===== src/rtl/filter_mode_sequencer.sv =====
// Frame-synchronous step-button debouncer and channel-enable mode sequencer for the VGA delta filter.
// Build macro FILTER_AUTO_CYCLE_EN adds an auto-advance of the mode every AUTO_FRAMES commits.
module filter_mode_sequencer #(
  parameter int unsigned HEIGHT       = 480,
  parameter int unsigned DEBOUNCE_CYC = 250000,
  parameter int unsigned AUTO_FRAMES  = 60
) (
  input  logic        VGA_CLK,
  input  logic        reset_n,
  input  logic        iVGA_VS,
  input  logic        iVGA_BLANK_N,
  input  logic        key_n,
  input  logic        sw_manual,
  input  logic [2:0]  sw_chan,
  output logic [2:0]  chan_en,
  output logic [1:0]  mode_idx,
  output logic        frame_start,
  output logic [15:0] frame_cnt,
  output logic [9:0]  line_cnt,
  output logic        line_err
);

  localparam int unsigned DbW = (DEBOUNCE_CYC > 1) ? $clog2(DEBOUNCE_CYC) : 1;
  localparam logic [DbW-1:0] DbLast = DbW'(DEBOUNCE_CYC - 1);
  localparam logic [9:0] HeightL = 10'(HEIGHT);

  typedef enum logic [1:0] {StWaitSync, StVblank, StFrame} state_e;

  state_e         state_q, state_d;
  logic           vs_q, blank_q;
  logic           key_s1_q, key_s2_q;
  logic           key_db_q, key_db_d;
  logic [DbW-1:0] db_cnt_q, db_cnt_d;
  logic [1:0]     pending_q, pending_d;
  logic [2:0]     chan_en_q, chan_en_d;
  logic [1:0]     mode_q, mode_d;
  logic           frame_start_q;
  logic [15:0]    frame_cnt_q, frame_cnt_d;
  logic [9:0]     line_cnt_q, line_cnt_d;
  logic           line_err_q, line_err_d;
  logic           vs_fall, vs_rise, blank_rise;
  logic           commit, check, press, advance;

  assign vs_fall    = vs_q & ~iVGA_VS;
  assign vs_rise    = ~vs_q & iVGA_VS;
  assign blank_rise = ~blank_q & iVGA_BLANK_N;

  function automatic logic [2:0] mode_chan(input logic [1:0] m);
    logic [2:0] c;
    unique case (m)
      2'd0: c = 3'b000;
      2'd1: c = 3'b001;
      2'd2: c = 3'b010;
      2'd3: c = 3'b100;
    endcase
    return c;
  endfunction

  always_comb begin
    state_d = state_q;
    commit  = 1'b0;
    check   = 1'b0;
    case (state_q)
      StWaitSync: if (vs_fall) begin
        state_d = StVblank;
        commit  = 1'b1;
      end
      StVblank: if (vs_rise) state_d = StFrame;
      StFrame: if (vs_fall) begin
        state_d = StVblank;
        commit  = 1'b1;
        check   = 1'b1;
      end
      default: state_d = StWaitSync;
    endcase
  end

  // A level is accepted once the synchronized key has differed from it for DEBOUNCE_CYC samples.
  always_comb begin
    db_cnt_d = db_cnt_q;
    key_db_d = key_db_q;
    press    = 1'b0;
    if (key_s2_q == key_db_q) begin
      db_cnt_d = '0;
    end else if (db_cnt_q == DbLast) begin
      db_cnt_d = '0;
      key_db_d = key_s2_q;
      press    = ~key_s2_q;
    end else begin
      db_cnt_d = db_cnt_q + 1'b1;
    end
  end

`ifdef FILTER_AUTO_CYCLE_EN
  localparam int unsigned AutoW = (AUTO_FRAMES > 1) ? $clog2(AUTO_FRAMES) : 1;
  localparam logic [AutoW-1:0] AutoLast = AutoW'(AUTO_FRAMES - 1);
  logic [AutoW-1:0] auto_cnt_q, auto_cnt_d;
  logic             auto_wrap;

  assign auto_wrap = commit && (auto_cnt_q == AutoLast);

  always_comb begin
    auto_cnt_d = auto_cnt_q;
    if (press)       auto_cnt_d = '0;
    else if (commit) auto_cnt_d = auto_wrap ? '0 : auto_cnt_q + 1'b1;
  end

  always_ff @(posedge VGA_CLK) begin
    if (!reset_n) auto_cnt_q <= '0;
    else          auto_cnt_q <= auto_cnt_d;
  end

  // A press and a wrap on the same cycle still advance only once.
  assign advance = (press | auto_wrap) & ~sw_manual;
`else
  logic unused_auto_frames;
  assign unused_auto_frames = ^AUTO_FRAMES;
  assign advance = press & ~sw_manual;
`endif

  // Commit samples the old pending value; a coincident advance lands for the next commit.
  always_comb begin
    pending_d   = advance ? pending_q + 2'd1 : pending_q;
    chan_en_d   = chan_en_q;
    mode_d      = mode_q;
    frame_cnt_d = frame_cnt_q;
    line_cnt_d  = line_cnt_q;
    line_err_d  = line_err_q | (check && (line_cnt_q != HeightL));
    if (commit) begin
      mode_d      = pending_q;
      chan_en_d   = sw_manual ? sw_chan : mode_chan(pending_q);
      frame_cnt_d = frame_cnt_q + 16'd1;
      line_cnt_d  = '0;
    end else if (state_q == StFrame && blank_rise && line_cnt_q != 10'h3FF) begin
      line_cnt_d  = line_cnt_q + 10'd1;
    end
  end

  always_ff @(posedge VGA_CLK) begin
    if (!reset_n) begin
      state_q       <= StWaitSync;
      vs_q          <= 1'b0;
      blank_q       <= 1'b0;
      key_s1_q      <= 1'b1;
      key_s2_q      <= 1'b1;
      key_db_q      <= 1'b1;
      db_cnt_q      <= '0;
      pending_q     <= '0;
      chan_en_q     <= '0;
      mode_q        <= '0;
      frame_start_q <= 1'b0;
      frame_cnt_q   <= '0;
      line_cnt_q    <= '0;
      line_err_q    <= 1'b0;
    end else begin
      state_q       <= state_d;
      vs_q          <= iVGA_VS;
      blank_q       <= iVGA_BLANK_N;
      key_s1_q      <= key_n;
      key_s2_q      <= key_s1_q;
      key_db_q      <= key_db_d;
      db_cnt_q      <= db_cnt_d;
      pending_q     <= pending_d;
      chan_en_q     <= chan_en_d;
      mode_q        <= mode_d;
      frame_start_q <= commit;
      frame_cnt_q   <= frame_cnt_d;
      line_cnt_q    <= line_cnt_d;
      line_err_q    <= line_err_d;
    end
  end

  assign chan_en     = chan_en_q;
  assign mode_idx    = mode_q;
  assign frame_start = frame_start_q;
  assign frame_cnt   = frame_cnt_q;
  assign line_cnt    = line_cnt_q;
  assign line_err    = line_err_q;

endmodule


===== config.mk =====
export PLATFORM = sky130hd
export DESIGN_NAME = filter_mode_sequencer
export DESIGN_NICKNAME = d
export VERILOG_FILES = /design/src/rtl/filter_mode_sequencer.sv
export SDC_FILE = /design/constraint.sdc
export NUM_CORES = 1
export LEC_CHECK = 0
export BUFFER_PORTS_ARGS = -buffer_cell sky130_fd_sc_hd__buf_4
export CORE_MARGIN = 2
export CORE_UTILIZATION = 30
export DETAILED_ROUTE_END_ITERATION = 10
export PLACE_DENSITY = 0.53
export SLEW_MARGIN = 20
export SYNTH_ARGS = -nofsm -noshare
export SYNTH_HDL_FRONTEND = slang
export SYNTH_SLANG_ARGS = --single-unit

===== constraint.sdc =====
create_clock -name VGA_CLK -period 2.6 [get_ports VGA_CLK]
set_input_delay 0.26 -clock VGA_CLK [delete_from_list [all_inputs] [get_ports VGA_CLK]]
set_output_delay 0.26 -clock VGA_CLK [all_outputs]
set_load 0.02 [all_outputs]

Yosys cells after proc, flatten, opt, wreduce, memory -nomap -nowiden
Cells that the tools add are included.
{"block": "op_classes", "bitwise_logic": 12, "n_reduce_logical": 10, "addsub": 4, "n_eq_ne": 11, "n_mux": 10}
{"operator": "adder 18 x 1 -> 18 bit (second input constant)", "n": 1}
{"operator": "equality test 18 bit (second input constant)", "n": 1}
{"operator": "adder 16 x 1 -> 16 bit (second input constant)", "n": 1}
{"operator": "case mux 3 bit (4 select lines)", "n": 1}
{"operator": "adder 10 x 1 -> 10 bit (second input constant)", "n": 1}
{"operator": "inequality test 10 bit (second input constant)", "n": 1}
{"operator": "inequality test 10 x 9 -> 1 bit (second input constant)", "n": 1}
{"operator": "NOT 1 bit", "n": 7}
{"operator": "equality test 2 bit (second input constant)", "n": 3}
{"operator": "2-to-1 mux 1 bit", "n": 5}
{"operator": "AND 1 bit", "n": 4}
{"operator": "equality test 2 x 1 -> 1 bit (second input constant)", "n": 2}
{"operator": "logical NOT 2 bit", "n": 2}
{"operator": "2-to-1 mux 2 bit", "n": 2}
{"operator": "case mux 2 bit (2 select lines)", "n": 1}
{"operator": "AND reduction 2 bit", "n": 2}
{"operator": "OR reduction 2 bit", "n": 2}
{"operator": "logical AND 1 bit", "n": 3}
{"operator": "2-to-1 mux 3 bit", "n": 1}
{"operator": "OR reduction 3 bit", "n": 1}
{"operator": "adder 2 x 1 -> 2 bit (second input constant)", "n": 1}
{"operator": "inequality test 2 x 1 -> 1 bit (second input constant)", "n": 1}
{"operator": "inequality test 2 bit (second input constant)", "n": 1}
{"operator": "equality test 1 bit", "n": 1}
{"operator": "bitwise OR 1 bit", "n": 1}
{"block": "word_totals", "reg_bits": 60}

Logic depth before layout (Yosys ltp)
Gate-level depths: netlist (run 1).
{"block": "logic_depth", "depth_word": 6, "depth_mapped": 6, "depth_no_buf": 5}

Least setup slack after synthesis (run 1)
No wires, ideal clock.
{"block": "synth_path", "path_type": "reg2reg", "start": "reg frame_cnt_q[3], in the netlist frame_cnt[3]", "end": "reg frame_cnt_q[15], in the netlist frame_cnt[15]", "n_path_buf": 1, "arrival_ns": 1.899, "setup_ns": 0.071, "synth_period_minus_slack_ns": 1.970, "setup_slack_ns": 0.630, "path_stages_with_launch": 6, "cell_sequence": "dfxtp_1 nand4_1 or3_1 clkbuf_1 or4_1 a21oi_1"}
{"block": "synth_via", "elab_chain_len": 1}
{"item": "start, declared", "line": "38", "rtl": "logic [15:0] frame_cnt_q, frame_cnt_d;"}
{"item": "start signal, assigned", "line": "167", "rtl": "frame_cnt_q <= frame_cnt_d;"}
{"item": "adder 16 x 1 -> 16 bit", "line": "132", "rtl": "frame_cnt_d = frame_cnt_q + 16'd1;"}
No other way between the ends.
A chain may end at the register's enable or synchronous reset.

Worst setup path in the final report (run 1)
{"block": "layout_path", "start": "reg db_cnt_q[9]", "end": "reg db_cnt_q[13]"}
{"block": "layout_via", "elab_chain_len": 2, "elab_cells_between_ends": 3, "cone_classes": "1 x add/sub; 1 x eq/ne; 1 x reduce/logical"}
{"item": "start, declared", "line": "33", "rtl": "logic [DbW-1:0] db_cnt_q, db_cnt_d;"}
{"item": "start signal, assigned", "line": "162", "rtl": "db_cnt_q <= db_cnt_d;"}
{"item": "branches (longest 2 deep; another with adder 18 x 1 -> 18 bit)"}
Parallel ways; which one is timed is not known.

==> run metrics, run 1 <==
status=finished clean; most common cell in the netlist=dfxtp_1; Hold Crit Class=input port to register; layout cells sized above 1=between 10% and 20%; required time worst endpoint=2.79 ns; Die X=just under 100 um; Die ar.=9870 um2; vias in the first global route=2018; CTS Sinks=60; Pwr Total=1.93 mW; Cell Area, Synth=2730 um2; Synth Area in Adders=3.21%; kind of critical path=register to register; Syn Nets=between 300 and 400; Clk Latency, worst-skew pair=roughly 0.33 ns; Worst EP arrival=2.30 ns; port bufs=~40; Initial Utilization=between 30% and 40%; Simple-Gate Fraction of Synth Area=approximately 27%; Routed WL=~5900 um; Hold Fails Final Rpt=0; routed wire length per instance=12.6 um; Remaining DRCs=0; Antenna Cells=0; number of gates resized after CTS=0; mux contribution to synthesized area=under 10%; Rows=34; GRT Overall Usage=roughly 12%; max-slew violation count=0; crit path to=db_cnt_q[13]$_SDFF_PP0_; placed cells=roughly 450; Cell variety after synth=between 40 and 50; Clock Path Buffers=2; DRT Pass-1 Iters=4; worst-path cell chain=or4b_1 -> or4_4 -> o211ai_4 -> nor2_1; initial antenna violation count=0; Non-Filler Instances=between 400 and 500; detailed placer's ending HPWL=a little over 4000 um; RSZ-0062 raised after global routing=no; Max Clock Skew=~0.0066 ns; worst r2r dst=db_cnt_q[13]$_SDFF_PP0_; Gate Count Post-Synth=~300; headroom to the max-slew limit=between 50% and 60%; final instance area=3360 um2; number of vias per cell=slightly below 5; Worst Reg-to-Reg Cells=4; area grow syn2layout=23.3%; leakage=between 1 and 1.5 nW; # fillers=between 800 and 900; worst-path fanout max=17; first-pass GRT wire length=roughly 9500 um; Post-synth top cells=dfxtp_1 (60), nor2_1 (44), xnor2_1 (23); power density over the cells=around 570 nW/um2; Seq. cell area=around 1200 um2; Antenna Violating Nets Remaining=0; Max-Cap Viols=0; initial drt markers=63; GR Overflow Total=0; Critical Path Source=db_cnt_q[9]$_SDFF_PP0_; IO Count=42; final setup vio count=0; R2R setup slack=just under 0.5 ns; placed cell areas=~3100 um2; Multi-input gate area=~1400 um2; Tmin final=~2.1 ns; Nets=367; Worst VDD drop=approximately 0.19 mV; Post-synth EDFFs=0; total CTS buffers=9; Yosys reg bits=60; Root Buffer=clkbuf_8; Yosys Warn Count=0; largest net degree at the start of global routing=18; TritonCTS clock tree=done; setup TNS=0 ns; Crit Reg-Reg Startpoint=db_cnt_q[9]$_SDFF_PP0_; core box area=a little under 9000 um2; total number of vias=approximately 2300; crit share post-route=approximately four fifths; Syn Area/Cell=just under 9 um2; Post-CTS Hold Buffers=0; main combinational cell family by area after synthesis=simple AND/OR/NAND/NOR gates; cell taking the most area after synthesis=dfxtp_1; H-tree depth=3; ranking of synthesized cells by area=dfxtp_1 (44%), xnor2_1 (7.4%), nor2_1 (6.1%); Max Fclk=between 400 and 500 MHz; RD Place Congestion=around 0.78; Yosys top cell area share=about 44%; slowest stage delay, CP=~0.57 ns; worst hold margin=0.124 ns; sequential area share after synthesis=approximately 44%; ys flop type=dfxtp_1; Synth Area in XOR/XNOR=under 10%; Reg clk slew, reported paths=0.07 ns; Slowest cell on crit path=or4_4; Setup crit start kind=register; Compound-Gate Fraction of Synth Area=around a tenth; Crit. End Element=register; Worst-Margin Slew=around 0.60 ns; Die Ht=around 99 um; ys async rst share=0%; # Post-CTS Setup Buffers=0
-- final cells by class --
cell class	instances	share of cell area [%]
clock buffers	12	4.32
clock inverters	4	2.16
inverters	14	1.56
multi-input cells	223	42.6
flip-flops and latches	60	35.7
well taps	108	4.02
repair buffers	43	9.60
-- kinds of logic after synthesis --
logic type,Yosys count
muxes,9
xor gates and xnor gates,28
adders and majority gates,7
and+or+nand+nor,141
AOI/OAI and AO/OA,38
buffers and inverters,24
DFF,60
-- where the power goes --
part / total, mW / switching, mW / internal, mW
logic: 0.0654 / 0.0372 / 0.0282
registers: 0.935 / 0.00765 / 0.928
clock network: 0.932 / 0.366 / 0.565
-- metrics by stage --
step / util [%] / worst slack, ns
global placement: 35.9 / 0.508
floorplan: - / 0.630
finish: 38.4 / 0.489
detailed placement: 35.9 / 0.465
global route: 38.4 / 0.364
CTS: 38.4 / 0.443
-- flip-flops by register name, summed over array words and instances, names as in the netlist --
register     flops
blank_q          1
key_s2_q         1
line_cnt        10
vs_q             1
mode_idx         2
frame_cnt       16
chan_en          3
key_s1_q         1
line_err         1
state_q          2
frame_start      1
db_cnt_q        18
key_db_q         1
pending_q        2
-- per-layer routing --
metal	share of wire, %	up-vias	global-route usage [%]
met5	0	-	0
li1	-	1180	-
met4	1.5	0	5.06
met2	46	42	18.0
met1	48	1062	16.0
met3	4.9	8	3.94
-- placed cells by master, fill, tap and decap left out, types with 2 or more instances in the layout --
master	count
clkbuf_1	2
nand4_1	10
xor2_1	5
clkbuf_8	10
o21ai_0	5
nand2_1	19
o31ai_1	5
a21oi_1	10
ha_1	7
and2_1	5
xnor2_1	23
a31oi_1	3
buf_4	43
or4_1	5
and3_1	5
inv_1	13
mux2i_1	9
bufinv_16	2
nor4_1	10
nor3_1	8
a211oi_1	6
or3_1	4
nand2b_1	5
nor2_1	44
dfxtp_1	60
nand3_1	15
-- how the worst min path moves through the flow --
stage,endpoint,depth (start not counted),startpoint
finish,key_s1_q$_SDFF_PN1_,2,key_n
global placement,key_s2_q$_SDFF_PN1_,1,key_s1_q$_SDFF_PN1_
detailed placement,key_s2_q$_SDFF_PN1_,1,key_s1_q$_SDFF_PN1_
global route,key_s1_q$_SDFF_PN1_,2,key_n
CTS,key_s1_q$_SDFF_PN1_,2,key_n
floorplan,key_s1_q$_SDFF_PN1_,1,key_n
-- critical path, delay by kind of cell (launching register included) --
family           cells  cell delay [ns]
flip-flops           1             0.34
AO/OA/AOI/OAI        1             0.45
AND/OR/NAND/NOR      3             1.19
Power figures use the tool's default switching activity.
==> run 2: changes to the inputs <==
==> constraint.sdc (replaced) <==
create_clock -name VGA_CLK -period 2.2 [get_ports VGA_CLK]
set_input_delay 0.22 -clock VGA_CLK [delete_from_list [all_inputs] [get_ports VGA_CLK]]
set_output_delay 0.22 -clock VGA_CLK [all_outputs]
set_load 0.02 [all_outputs]
==> run 2 against run 1 <==
Effect of this change: cell area increased by 2.9%; hold slack lost 0.054 ns; global-route usage up 0.15 points; worst setup slack worse by 0.24 ns; final cell count is 1.5% higher; non-clock buffer count rose by 7; combinational power increased by 28%; power increased by 27%; critical path depth grew 1; clock skew is 0.0061 ns higher; largest power group is now the clock network; highest routed layer unchanged.
==> run metrics, run 2 (synthesized netlist as in run 1, its figures left out) <==
IO Count=42 (unchanged); initial antenna violation count=0 (unchanged); first-pass GRT wire length=9630 um (+1.0%); layout cells sized above 1=19.8% (+1.9 points); headroom to the max-slew limit=74.3% (+15 points); total number of vias=2309 (+0.74%); final instance area=3460 um2 (+2.9%); Worst VDD drop=0.247 mV (+31%); Initial Utilization=31.1% (unchanged); H-tree depth=3 (unchanged); area grow syn2layout=26.9%; power density over the cells=707 nW/um2 (+23%); DRT Pass-1 Iters=4 (unchanged); Post-Place Setup Slack=0.243 ns (-0.221 ns); crit share post-route=88.7% (+7.5 points); Root Buffer=clkbuf_8; Clock Path Buffers=2 (unchanged); Slowest cell on crit path=or4_4; number of gates resized after CTS=0 (unchanged); GRT Overall Usage=12.2% (+0.15 points); RSZ-0062 raised after global routing=no; detailed placer's ending HPWL=4120 um (+1.4%); Routed WL=5870 um (+0.34%); Antenna Cells=0 (unchanged); placed cell areas=3210 um2 (+2.1%); Die X=99.4 um (unchanged); Die ar.=9870 um2 (unchanged); vias in the first global route=2009 (-0.45%); leakage=1.23 nW (+5.1%); Antenna Violating Nets Remaining=0 (unchanged); Die Ht=99.4 um (unchanged); number of vias per cell=4.90 (-0.76%); status=finished clean; final core occ=39.5% (+1.1 points); Clk Latency, worst-skew pair=0.34 ns (about the same); Hold Crit Class=input port to register; RD Place Congestion=0.769 (-2.0%); Reg clk slew, reported paths=0.06 ns (about the same); most frequent cells in the layout=dfxtp_1 (60), buf_4 (49), nor2_1 (44); core box area=8760 um2 (unchanged); required time worst endpoint=2.43 ns (-0.36 ns); initial drt markers=83 (+32%); slowest stage delay, CP=0.57 ns (about the same); Tmin final=1.95 ns (-0.159 ns); # fillers=900 (+0.11%); port bufs=41 (unchanged); number of flip-flops under the largest register name=18 (unchanged); Post-CTS Hold Buffers=0 (unchanged); Max Clock Skew=0.0127 ns (+0.00613 ns); largest net degree at the start of global routing=24 (+6); Nets=374 (+1.9%); max-slew violation count=0 (unchanged); worst-path cell chain=or4b_1 -> or4_4 -> o211ai_4 -> buf_12 -> nor2_1; Setup crit start kind=register; setup TNS=0 ns (unchanged); Remaining DRCs=0 (unchanged); Rows=34 (unchanged); GR Overflow Total=0 (unchanged); commonest non-fill, non-tap cell in the layout=dfxtp_1; delay-heaviest family, CP=simple AND/OR/NAND/NOR gates; worst-path fanout max=17 (unchanged); Worst-Margin Slew=0.380 ns (-0.222 ns); Max-Cap Viols=0 (unchanged); final setup margin=0.249 ns (-0.241 ns); routed wire length per instance=12.5 um (-1.1%); Max Fclk=512 MHz (+8.1%); TritonCTS clock tree=done; # Post-CTS Setup Buffers=0 (unchanged); Hold Fails Final Rpt=0 (unchanged); total CTS buffers=9 (unchanged); kind of critical path=register to register; Biggest register=db_cnt_q; CP bufs+invs=1 (+1); final setup vio count=0 (unchanged); Worst EP arrival=2.18 ns (-0.12 ns); Crit. End Element=register; CTS Sinks=60 (unchanged)
-- run 2: worst reg2reg max path: stages, from the launching register on --
cell and delay (ns):
dfxtp_1 0.34, or4b_1 0.52, or4_4 0.57, o211ai_4 0.20
buf_12 0.17, nor2_1 0.06
-- run 2: final timing paths --
check	from	cells past startpoint	end	slack, ns
max	db_cnt_q[9]$_SDFF_PP0_	5	db_cnt_q[3]$_SDFF_PP0_	0.25
min	key_n	2	key_s1_q$_SDFF_PN1_	0.07
max reg2reg	db_cnt_q[9]$_SDFF_PP0_	5	db_cnt_q[3]$_SDFF_PP0_	0.25
min reg2reg	key_s1_q$_SDFF_PN1_	1	key_s2_q$_SDFF_PN1_	0.41
-- run 2: report_power, final --
part	switching, mW	internal [mW]
clock network	0.446	0.814
logic	0.0463	0.0376
registers	0.00788	1.10
total	0.500	1.95
-- run 2: cell type report --
cell class | count | area [um2] | share of cell area (%)
Multi-Input combinational cell | 223 | 1430 | 41.4
Sequential cell | 60 | 1200 | 34.7
Timing Repair Buffer | 50 | 388 | 11.2
Clock buffer | 12 | 155 | 4.48
Tap cell | 108 | 135 | 3.90
Clock inverter | 4 | 95.1 | 2.75
Inverter | 14 | 52.6 | 1.52
-- run 2: layer usage --
layer	share of wire, %	track usage [%]
met2	46	18.4
met4	1.6	6.32
met1	48	15.7
met5	0	0
met3	3.7	3.79
-- run 2: through the flow --
step	cells	power (mW)	hold WS (ns)
CTS	471	2.48	0.0653
floorplan	307	1.17	0.321
global placement	455	1.21	0.398
finish	471	2.45	0.0699
global route	471	2.54	0.0714
detailed placement	455	1.21	0.406
